[src/rtl/memory_burst_agu_if.sv]
// Memory request/acknowledge bus between the burst AGU and memory.
// The AGU drives the request and address; memory returns the ack.
interface memory_burst_agu_if #(
   parameter int WORD = 16
);
   logic            mem_req_o;
   logic [WORD-1:0] mem_addr_o;
   logic            mem_ack_i;

   modport master (
      output mem_req_o,
      output mem_addr_o,
      input  mem_ack_i
   );

   modport slave (
      input  mem_req_o,
      input  mem_addr_o,
      output mem_ack_i
   );
endinterface

[src/rtl/memory_burst_agu.sv]
// Sequenced auto-stepping burst address generator with pointer write-back.
// Optional macro ALIGN_CHECK_EN aborts misaligned +/-2 word bursts with err_o.
module memory_burst_agu #(
   parameter  int WORD      = 16,
   parameter  int MAX_BURST = 4,
   localparam int CW        = $clog2(MAX_BURST + 1)
) (
   input  logic             clk_i,
   input  logic             rst_n_i,
   input  logic             start_i,
   input  logic [WORD-1:0]  base_i,
   input  logic [WORD-1:0]  offset_i,
   input  logic [2:0]       sel_i,
   input  logic             pre_i,
   input  logic [CW-1:0]    count_i,
   memory_burst_agu_if.master mem,
   output logic             busy_o,
   output logic             done_o,
   output logic             wb_en_o,
   output logic [WORD-1:0]  wb_addr_o,
   output logic             err_o
);

   localparam logic [1:0] S_IDLE  = 2'd0;
   localparam logic [1:0] S_ISSUE = 2'd1;
   localparam logic [1:0] S_DONE  = 2'd2;
   localparam logic [1:0] S_CHK   = 2'd3;

   logic [1:0]      state_q, state_d;
   logic [WORD-1:0] addr_q, addr_d;
   logic [WORD-1:0] step_q, step_d;
   logic            pre_q, pre_d;
   logic [CW-1:0]   rem_q, rem_d;
   logic [WORD-1:0] wb_q, wb_d;

   logic [WORD-1:0] step_sel;
   logic [WORD-1:0] first_addr;
   logic [CW-1:0]   cnt_norm;

   always_comb begin
      step_sel = '0;
      case (sel_i)
         3'd0:    step_sel = WORD'(2);
         3'd1:    step_sel = WORD'(1);
         3'd2:    step_sel = ~WORD'(1);
         3'd3:    step_sel = '1;
         3'd4:    step_sel = offset_i;
         default: step_sel = '0;
      endcase
   end

   assign first_addr = pre_i ? base_i + step_sel : base_i;

   always_comb begin
      cnt_norm = count_i;
      if (count_i == '0)
         cnt_norm = CW'(1);
      else if (count_i > CW'(MAX_BURST))
         cnt_norm = CW'(MAX_BURST);
   end

`ifdef ALIGN_CHECK_EN
   logic err_q, err_d;
   logic misaligned;

   assign misaligned = ((sel_i == 3'd0) || (sel_i == 3'd2)) && first_addr[0];
`endif

   always_comb begin
      state_d = state_q;
      addr_d  = addr_q;
      step_d  = step_q;
      pre_d   = pre_q;
      rem_d   = rem_q;
      wb_d    = wb_q;
`ifdef ALIGN_CHECK_EN
      err_d   = err_q;
`endif
      case (state_q)
         S_IDLE: begin
            if (start_i) begin
               addr_d  = first_addr;
               step_d  = step_sel;
               pre_d   = pre_i;
               rem_d   = cnt_norm;
               state_d = S_ISSUE;
`ifdef ALIGN_CHECK_EN
               err_d   = misaligned;
               if (misaligned)
                  state_d = S_CHK;
`endif
            end
         end
         S_ISSUE: begin
            if (mem.mem_ack_i) begin
               rem_d = rem_q - CW'(1);
               if (rem_q == CW'(1)) begin
                  // pre mode already points at the final target
                  wb_d    = pre_q ? addr_q : addr_q + step_q;
                  state_d = S_DONE;
               end else begin
                  addr_d = addr_q + step_q;
               end
            end
         end
         S_DONE: state_d = S_IDLE;
`ifdef ALIGN_CHECK_EN
         S_CHK:  state_d = S_DONE;
`endif
         default: state_d = S_IDLE;
      endcase
   end

   always_ff @(posedge clk_i or negedge rst_n_i) begin
      if (!rst_n_i) begin
         state_q <= S_IDLE;
         addr_q  <= '0;
         step_q  <= '0;
         pre_q   <= 1'b0;
         rem_q   <= '0;
         wb_q    <= '0;
`ifdef ALIGN_CHECK_EN
         err_q   <= 1'b0;
`endif
      end else begin
         state_q <= state_d;
         addr_q  <= addr_d;
         step_q  <= step_d;
         pre_q   <= pre_d;
         rem_q   <= rem_d;
         wb_q    <= wb_d;
`ifdef ALIGN_CHECK_EN
         err_q   <= err_d;
`endif
      end
   end

   assign mem.mem_req_o  = (state_q == S_ISSUE);
   assign mem.mem_addr_o = addr_q;
   assign busy_o         = (state_q != S_IDLE);
   assign done_o         = (state_q == S_DONE);
   assign wb_addr_o      = wb_q;

`ifdef ALIGN_CHECK_EN
   assign wb_en_o = done_o && !err_q;
   assign err_o   = done_o && err_q;
`else
   assign wb_en_o = done_o;
   assign err_o   = 1'b0;
`endif

endmodule

[src/flat_wrapper.sv]
// flat-port wrapper written by rule: the top's interface ports become plain ports
module memory_burst_agu_flat 
#(
   parameter  int WORD      = 16,
   parameter  int MAX_BURST = 4,
   localparam int CW        = $clog2(MAX_BURST + 1)
)
  (clk_i, rst_n_i, start_i, base_i, offset_i, sel_i, pre_i, count_i, busy_o, done_o, wb_en_o, wb_addr_o, err_o, mem_mem_req_o, mem_mem_addr_o, mem_mem_ack_i);
  memory_burst_agu_if #(.WORD(WORD)) mem_i ();
  input  logic clk_i;
  input  logic rst_n_i;
  input  logic start_i;
  input  logic [WORD-1:0] base_i;
  input  logic [WORD-1:0] offset_i;
  input  logic [2:0] sel_i;
  input  logic pre_i;
  input  logic [CW-1:0] count_i;
  output logic busy_o;
  output logic done_o;
  output logic wb_en_o;
  output logic [WORD-1:0] wb_addr_o;
  output logic err_o;
  output wire logic [$bits(mem_i.mem_req_o)-1:0] mem_mem_req_o;
  output wire logic [$bits(mem_i.mem_addr_o)-1:0] mem_mem_addr_o;
  input wire logic [$bits(mem_i.mem_ack_i)-1:0] mem_mem_ack_i;
  assign mem_mem_req_o = mem_i.mem_req_o;
  assign mem_mem_addr_o = mem_i.mem_addr_o;
  assign mem_i.mem_ack_i = mem_mem_ack_i;
  memory_burst_agu #(.WORD(WORD), .MAX_BURST(MAX_BURST)) u_core (.clk_i(clk_i), .rst_n_i(rst_n_i), .start_i(start_i), .base_i(base_i), .offset_i(offset_i), .sel_i(sel_i), .pre_i(pre_i), .count_i(count_i), .mem(mem_i), .busy_o(busy_o), .done_o(done_o), .wb_en_o(wb_en_o), .wb_addr_o(wb_addr_o), .err_o(err_o));
endmodule
[config.mk]
export PLATFORM = sky130hd
export DESIGN_NAME = memory_burst_agu_flat
export DESIGN_NICKNAME = d
export VERILOG_FILES = /design/src/rtl/memory_burst_agu_if.sv /design/src/rtl/memory_burst_agu.sv /design/src/flat_wrapper.sv
export SDC_FILE = /design/constraint.sdc
export NUM_CORES = 1
export LEC_CHECK = 0
export ABC_CLOCK_PERIOD_IN_PS = 2700
export CORE_MARGIN = 3
export CORE_UTILIZATION = 53
export DETAILED_ROUTE_END_ITERATION = 10
export GPL_TIMING_DRIVEN = 0
export PLACE_DENSITY_LB_ADDON = 0.08
export RECOVER_POWER = 25
export SLEW_MARGIN = 0
export SYNTH_ARGS = -nofsm -noshare
export SYNTH_HDL_FRONTEND = slang
export SYNTH_SLANG_ARGS = --single-unit
[constraint.sdc]
create_clock -name clk_i -period 2.7 [get_ports clk_i]
set_clock_uncertainty 0.2 [all_clocks]
set_input_delay 0.27 -clock clk_i [delete_from_list [all_inputs] [get_ports clk_i]]
set_output_delay 0.27 -clock clk_i [all_outputs]
set_load 0.005 [all_outputs]
# Word-level counts from Yosys, hierarchy flattened
# Index checks and enable logic that the tools add are counted.
dict set report op_classes {
  add_sub_neg 3
  eq_ne 11
  n_lt_le_gt_ge 1
  reduce_logical 10
  muxes 16
}
# cell count
set op_table {}
lappend op_table {{$mux 16} 5}
lappend op_table {{$pmux 16 s5} 1}
lappend op_table {{$add 16x16->16} 2}
lappend op_table {{$pmux 16 s2} 1}
lappend op_table {{$mux 3} 4}
lappend op_table {{$reduce_and 3->1} 3}
lappend op_table {{$eq 3x1->1 const B} 2}
lappend op_table {{$eq 3x2->1 const B} 2}
lappend op_table {{$logic_not 3->1} 2}
lappend op_table {{$mux 2} 3}
lappend op_table {{$pmux 3 s2} 1}
lappend op_table {{$ne 2x1->1 const B} 2}
lappend op_table {{$ne 2x2->1 const B} 2}
lappend op_table {{$pmux 2 s2} 1}
lappend op_table {{$reduce_and 4->1} 1}
lappend op_table {{$reduce_bool 2->1} 2}
lappend op_table {{$eq 3x3->1 const B} 1}
lappend op_table {{$gt 3x3->1 const B} 1}
lappend op_table {{$sub 3x1->3 const B} 1}
lappend op_table {{$eq 2x1->1 const B} 1}
lappend op_table {{$eq 2x2->1 const B} 1}
lappend op_table {{$logic_not 2->1} 1}
lappend op_table {{$reduce_and 2->1} 1}
dict set report word_totals {
  reg_bits 54
}

# Logic depth before layout (Yosys ltp)
dict set report logic_depth {
  word_depth 6
  depth_mapped 13
  depth_no_buf 13
}

# Least setup slack after synthesis
# No wires, ideal clock.
dict set report synth_timing {
  path_kind {input -> register}
  start {input sel_i[0]}
  end {register u_core.addr_q[13] (netlist: u_core.mem.mem_addr_o[13])}
  cell_stages 10
  required_ns 2.373
  setup_ns 0.127
  arrival_time_ns 2.716
  slack_ns -0.343
  cell_sequence {nor3b_1 -> clkbuf_1 -> a21o_1 -> ha_1 -> a2111oi_2 -> a211oi_1 -> a311o_1 -> a21oi_2 -> mux2i_1 -> nor3_2}
}
dict set report synth_between {
  elab_chain_cells 6
  elab_cells_between_ends 10
}
# item line_no
set synth_lines {}
lappend synth_lines {{start: declaration} flat_wrapper.sv:15} ;# input logic [2:0] sel_i;
lappend synth_lines {{$eq 3x3->1, or another cell as far along} memory_burst_agu.sv:42} ;# case (sel_i)
lappend synth_lines {{$pmux 16 s5 *} memory_burst_agu.sv:42}
lappend synth_lines {{net u_core.step_sel[6]} memory_burst_agu.sv:36} ;# logic [WORD-1:0] step_sel;
lappend synth_lines {{$add 16x16->16 *} memory_burst_agu.sv:52} ;# assign first_addr = pre_i ? base_i + step_sel : base_i;
lappend synth_lines {{$mux 16 *} memory_burst_agu.sv:52}
lappend synth_lines {{$mux 16 *} memory_burst_agu.sv:81} ;# if (start_i) begin
lappend synth_lines {{$pmux 16 s2 *} memory_burst_agu.sv:79} ;# case (state_q)
lappend synth_lines {{end signal: assignment} memory_burst_agu.sv:127} ;# addr_q <= addr_d;
lappend synth_lines {{end: declaration} memory_burst_agu.sv:30} ;# logic [WORD-1:0] addr_q, addr_d;
# The timed path passes the listed nets; every way through them passes the cells marked *. The select of a mux whose other input is x is not followed.
# A chain may end at the register's enable or synchronous reset.

# Worst setup path in the final report
dict set report layout_timing {
  start {input sel_i[1]}
  end {register u_core.addr_q[11] (netlist: u_core.mem.mem_addr_o[11])}
}
# Same word-level chain as after synthesis.

==> results.sh <==
export IMPL_yosysUniqueCellTypes=56
export IMPL_cts_root_buf="clkbuf_8"
export IMPL_grt_pass1_vias=4016
export IMPL_fin_crit_sh_pct=101
export IMPL_drv_slew=0
export IMPL_grt_pass1_wl_mm=19.6
export IMPL_max_freq_ghz=0.368
export IMPL_dp_hpwl_mm=9.19
export IMPL_synth_edf_count=0
export IMPL_n_antenna_cell=0
export IMPL_final_cell_mix="nand2_1, clkdlybuf4s50_1, dfrtp_1"
export IMPL_cp_start_kind="input port"
export IMPL_power_density_mw_per_mm2=1080
export IMPL_tightest_slew_ns=1.13
export IMPL_post_route_cells_drive_above_1_share_pct=14.2
export IMPL_synth_cells=510
export IMPL_power_frac_seq_pct=25.0
export IMPL_min_from="sel_i[2]"
export IMPL_viasPerCell=5.94
export IMPL_areaGrowthSynthToFinish_pct=37.0
export IMPL_gp_congestion=0.906
export IMPL_gr_total_overflow=0
export IMPL_min_path_type="input port to register"
export IMPL_cap_viol_max_count=0
export IMPL_rsz0062_at_grt="yes"
export IMPL_worst_r2r_setup_slack_ns=0.11
export IMPL_pwr_share_clk_pct=8.7
export IMPL_violations="negative setup slack"
export IMPL_die_h_um=94.8
export IMPL_track_usage_pct=27.8
export IMPL_clock_latency_ns=0.31
export IMPL_drt_iter0_markers=217
export IMPL_holdPathEnd="u_core.step_q[0]"
export IMPL_pre_cts_slack_ns=-0.967
export IMPL_slew_headroom_pct=24.4
export IMPL_core_area_mm2=0.00745
export IMPL_placed_cells=688
export IMPL_clk_pin_slew_ns=0.10
export IMPL_syn_area_mm2=0.00418
export IMPL_fp_dieArea_mm2=0.00899
export IMPL_yosysSeqAreaShare_pct=32.3
export IMPL_critPathMaxFanout=6
export IMPL_path_class="input port to register"
export IMPL_cts_htree_levels=2
export IMPL_reg2reg_to="u_core.mem.mem_addr_o[10]"
export IMPL_nets=697
export IMPL_worstReg2RegStart="u_core.step_q[0]"
export IMPL_io_pins=80
export IMPL_cts_tree="yes"
export IMPL_synth_seq_cells=54
export IMPL_synthArstFlopShare_pct=100
export IMPL_p_sw_uw=2810
export IMPL_initial_core_util_pct=56.1
export IMPL_clock_sink_count=54
export IMPL_status="complete, but fails checks"
export IMPL_setup_violations_final=1
export IMPL_postSynthNetCount=587
export IMPL_hold_slack_ns=0.176
export IMPL_cts_made_buffers=5
export IMPL_hold_violations=0
export IMPL_hold_path_cell_count=5
export IMPL_combinationalPowerShare_pct=66.4
export IMPL_cts_buffer_depth=2
export IMPL_wl_mm=12.7
export IMPL_end_kind="register"
export IMPL_grt_max_degree=34
export IMPL_crit_required_ns=2.68
export IMPL_power_leakage_uw=0.00266
export IMPL_ant_nets=0
export IMPL_remaining_drc_errors=0
export IMPL_drtPass1Iterations=5
export IMPL_final_cell_count_no_fill=720
export IMPL_layout_commonest_cell="nand2_1"
export IMPL_syn_area_per_cell_um2=8.20
export IMPL_r2r_cells=10
export IMPL_setup_ws_ns=-0.0184
export IMPL_grt_antenna_before_repair=0
export IMPL_dr_total_vias=4275
export IMPL_swShare_pct=45.4
export IMPL_crit_arrival_ns=2.70
export IMPL_internal_power_uw=3380
export IMPL_yosysWarnings=0
export IMPL_ys_flop_type="dfrtp_1"
export IMPL_wl_per_cell_um=17.6
export IMPL_peakVddDrop_v=0.000395
export IMPL_die_x_um=94.8
export IMPL_rows=31
export IMPL_finalCriticalPeriod_ns=2.72
export IMPL_io_buffers=78
## how the worst max path moves through the flow
stage | from | endpoint
floorplan | sel_i[0] | u_core.mem.mem_addr_o[13]
global placement | sel_i[1] | u_core.mem.mem_addr_o[14]
detailed placement | sel_i[2] | u_core.mem.mem_addr_o[15]
CTS | sel_i[1] | u_core.mem.mem_addr_o[11]
global route | sel_i[1] | u_core.mem.mem_addr_o[11]
finish | sel_i[1] | u_core.mem.mem_addr_o[11]
## logic make-up after synthesis
logic type	after synthesis	synth area share, %
AO/OA/AOI/OAI	165	25.6
XOR/XNOR	21	4.40
adder cells (fa/ha/maj)	34	10.5
buffers and inverters	45	4.25
flip-flops	54	32.3
multiplexers	20	4.85
other	1	0.0897
AND/OR/NAND/NOR	170	18.0
## through the flow
stage               instance area (um^2)  utilization, %  setup TNS [ns]  power, uW
global placement                    5130            68.9          -31.33       5120
detailed placement                  5150            69.1          -10.29       5260
global route                        5730            76.9          -0.226       6690
finish                              5730            76.9         -0.0184       6190
CTS                                 5470            73.5         -0.0166       5870
floorplan                           4230               -               0       3960
## flip-flops by register name (all words and copies together) (netlist names)
register / flops
u_core.state_q: 2
u_core.pre_q: 1
u_core.step_q: 16
u_core.wb_addr_o: 16
u_core.mem.mem_addr_o: 16
u_core.rem_q: 3
## final cells by class
class	instances	area [um^2]
Clock buffer	7	76.3
Fill cell	555	1720
Clock inverter	1	30.0
Timing Repair Buffer	105	1010
Sequential cell	54	1350
Inverter	20	80.1
Buffer	23	119
Multi-Input combinational cell	411	2940
Tap cell	99	124
## synth_stat cells (all sizes together) (3+ instances only)
cell type | instances | area [um^2]
nor3 | 9 | 50.1
o21a | 7 | 52.6
a21o | 24 | 180
nor2b | 7 | 43.8
nor2 | 33 | 124
a211oi | 17 | 133
xnor2 | 8 | 70.1
nand3 | 7 | 35.0
o22ai | 4 | 25.0
xor2 | 13 | 114
ha | 32 | 400
nand4 | 4 | 25.0
clkbuf | 21 | 78.8
a21oi | 40 | 204
a211o | 3 | 26.3
o211ai | 3 | 22.5
nand2 | 89 | 334
dfrtp | 54 | 1350
buf | 4 | 23.8
nor3b | 3 | 22.5
nand2b | 9 | 56.3
mux2i | 18 | 180
o21ai | 40 | 200
a31oi | 5 | 31.3
o31ai | 3 | 22.5
and3 | 3 | 18.8
inv | 20 | 75.1
o21bai | 3 | 22.5
## power by group through the flow
| stage | sequential [uW] | clock [uW] | combinational [uW] |
|---|---|---|---|
| 2_1_floorplan | 1480 | 0 | 2490 |
| 3_3_place_gp | 1520 | 0 | 3600 |
| 3_5_place_dp | 1540 | 0 | 3720 |
| 4_1_cts | 1520 | 536 | 3810 |
| 5_1_grt | 1600 | 574 | 4520 |
| 6_report | 1540 | 536 | 4110 |
## worst max-delay path, stage by stage
cell	delay, ns
buf_8	0.10
nor3b_4	0.27
clkbuf_8	0.22
a21o_4	0.14
ha_4	0.22
a2111oi_4	0.46
a211oi_4	0.13
a311o_1	0.37
xor2_1	0.15
mux2i_1	0.23
a21oi_1	0.12
## timing repair
| action | 4_1_cts | 5_1_grt |
|---|---|---|
| gates resized for setup | 40 | 35 |
| hold buffers | 1 | 0 |
| setup buffers | 14 | 11 |
| endpoints found under the setup margin | 15 | 15 |
| pin swaps | 14 | 35 |
| hold endpoints to repair | 21 | 0 |
## layer usage
layer / routed length, um / vias to the layer above / GRT usage [%]
met2: 6100 / 196 / 46.1
met1: 5480 / 2025 / 38.2
met4: 235 / 0 / 8.41
met3: 855 / 25 / 3.19
met5: 0 / - / 0
li1: - / 2029 / -
Power figures use the tool's default switching activity.
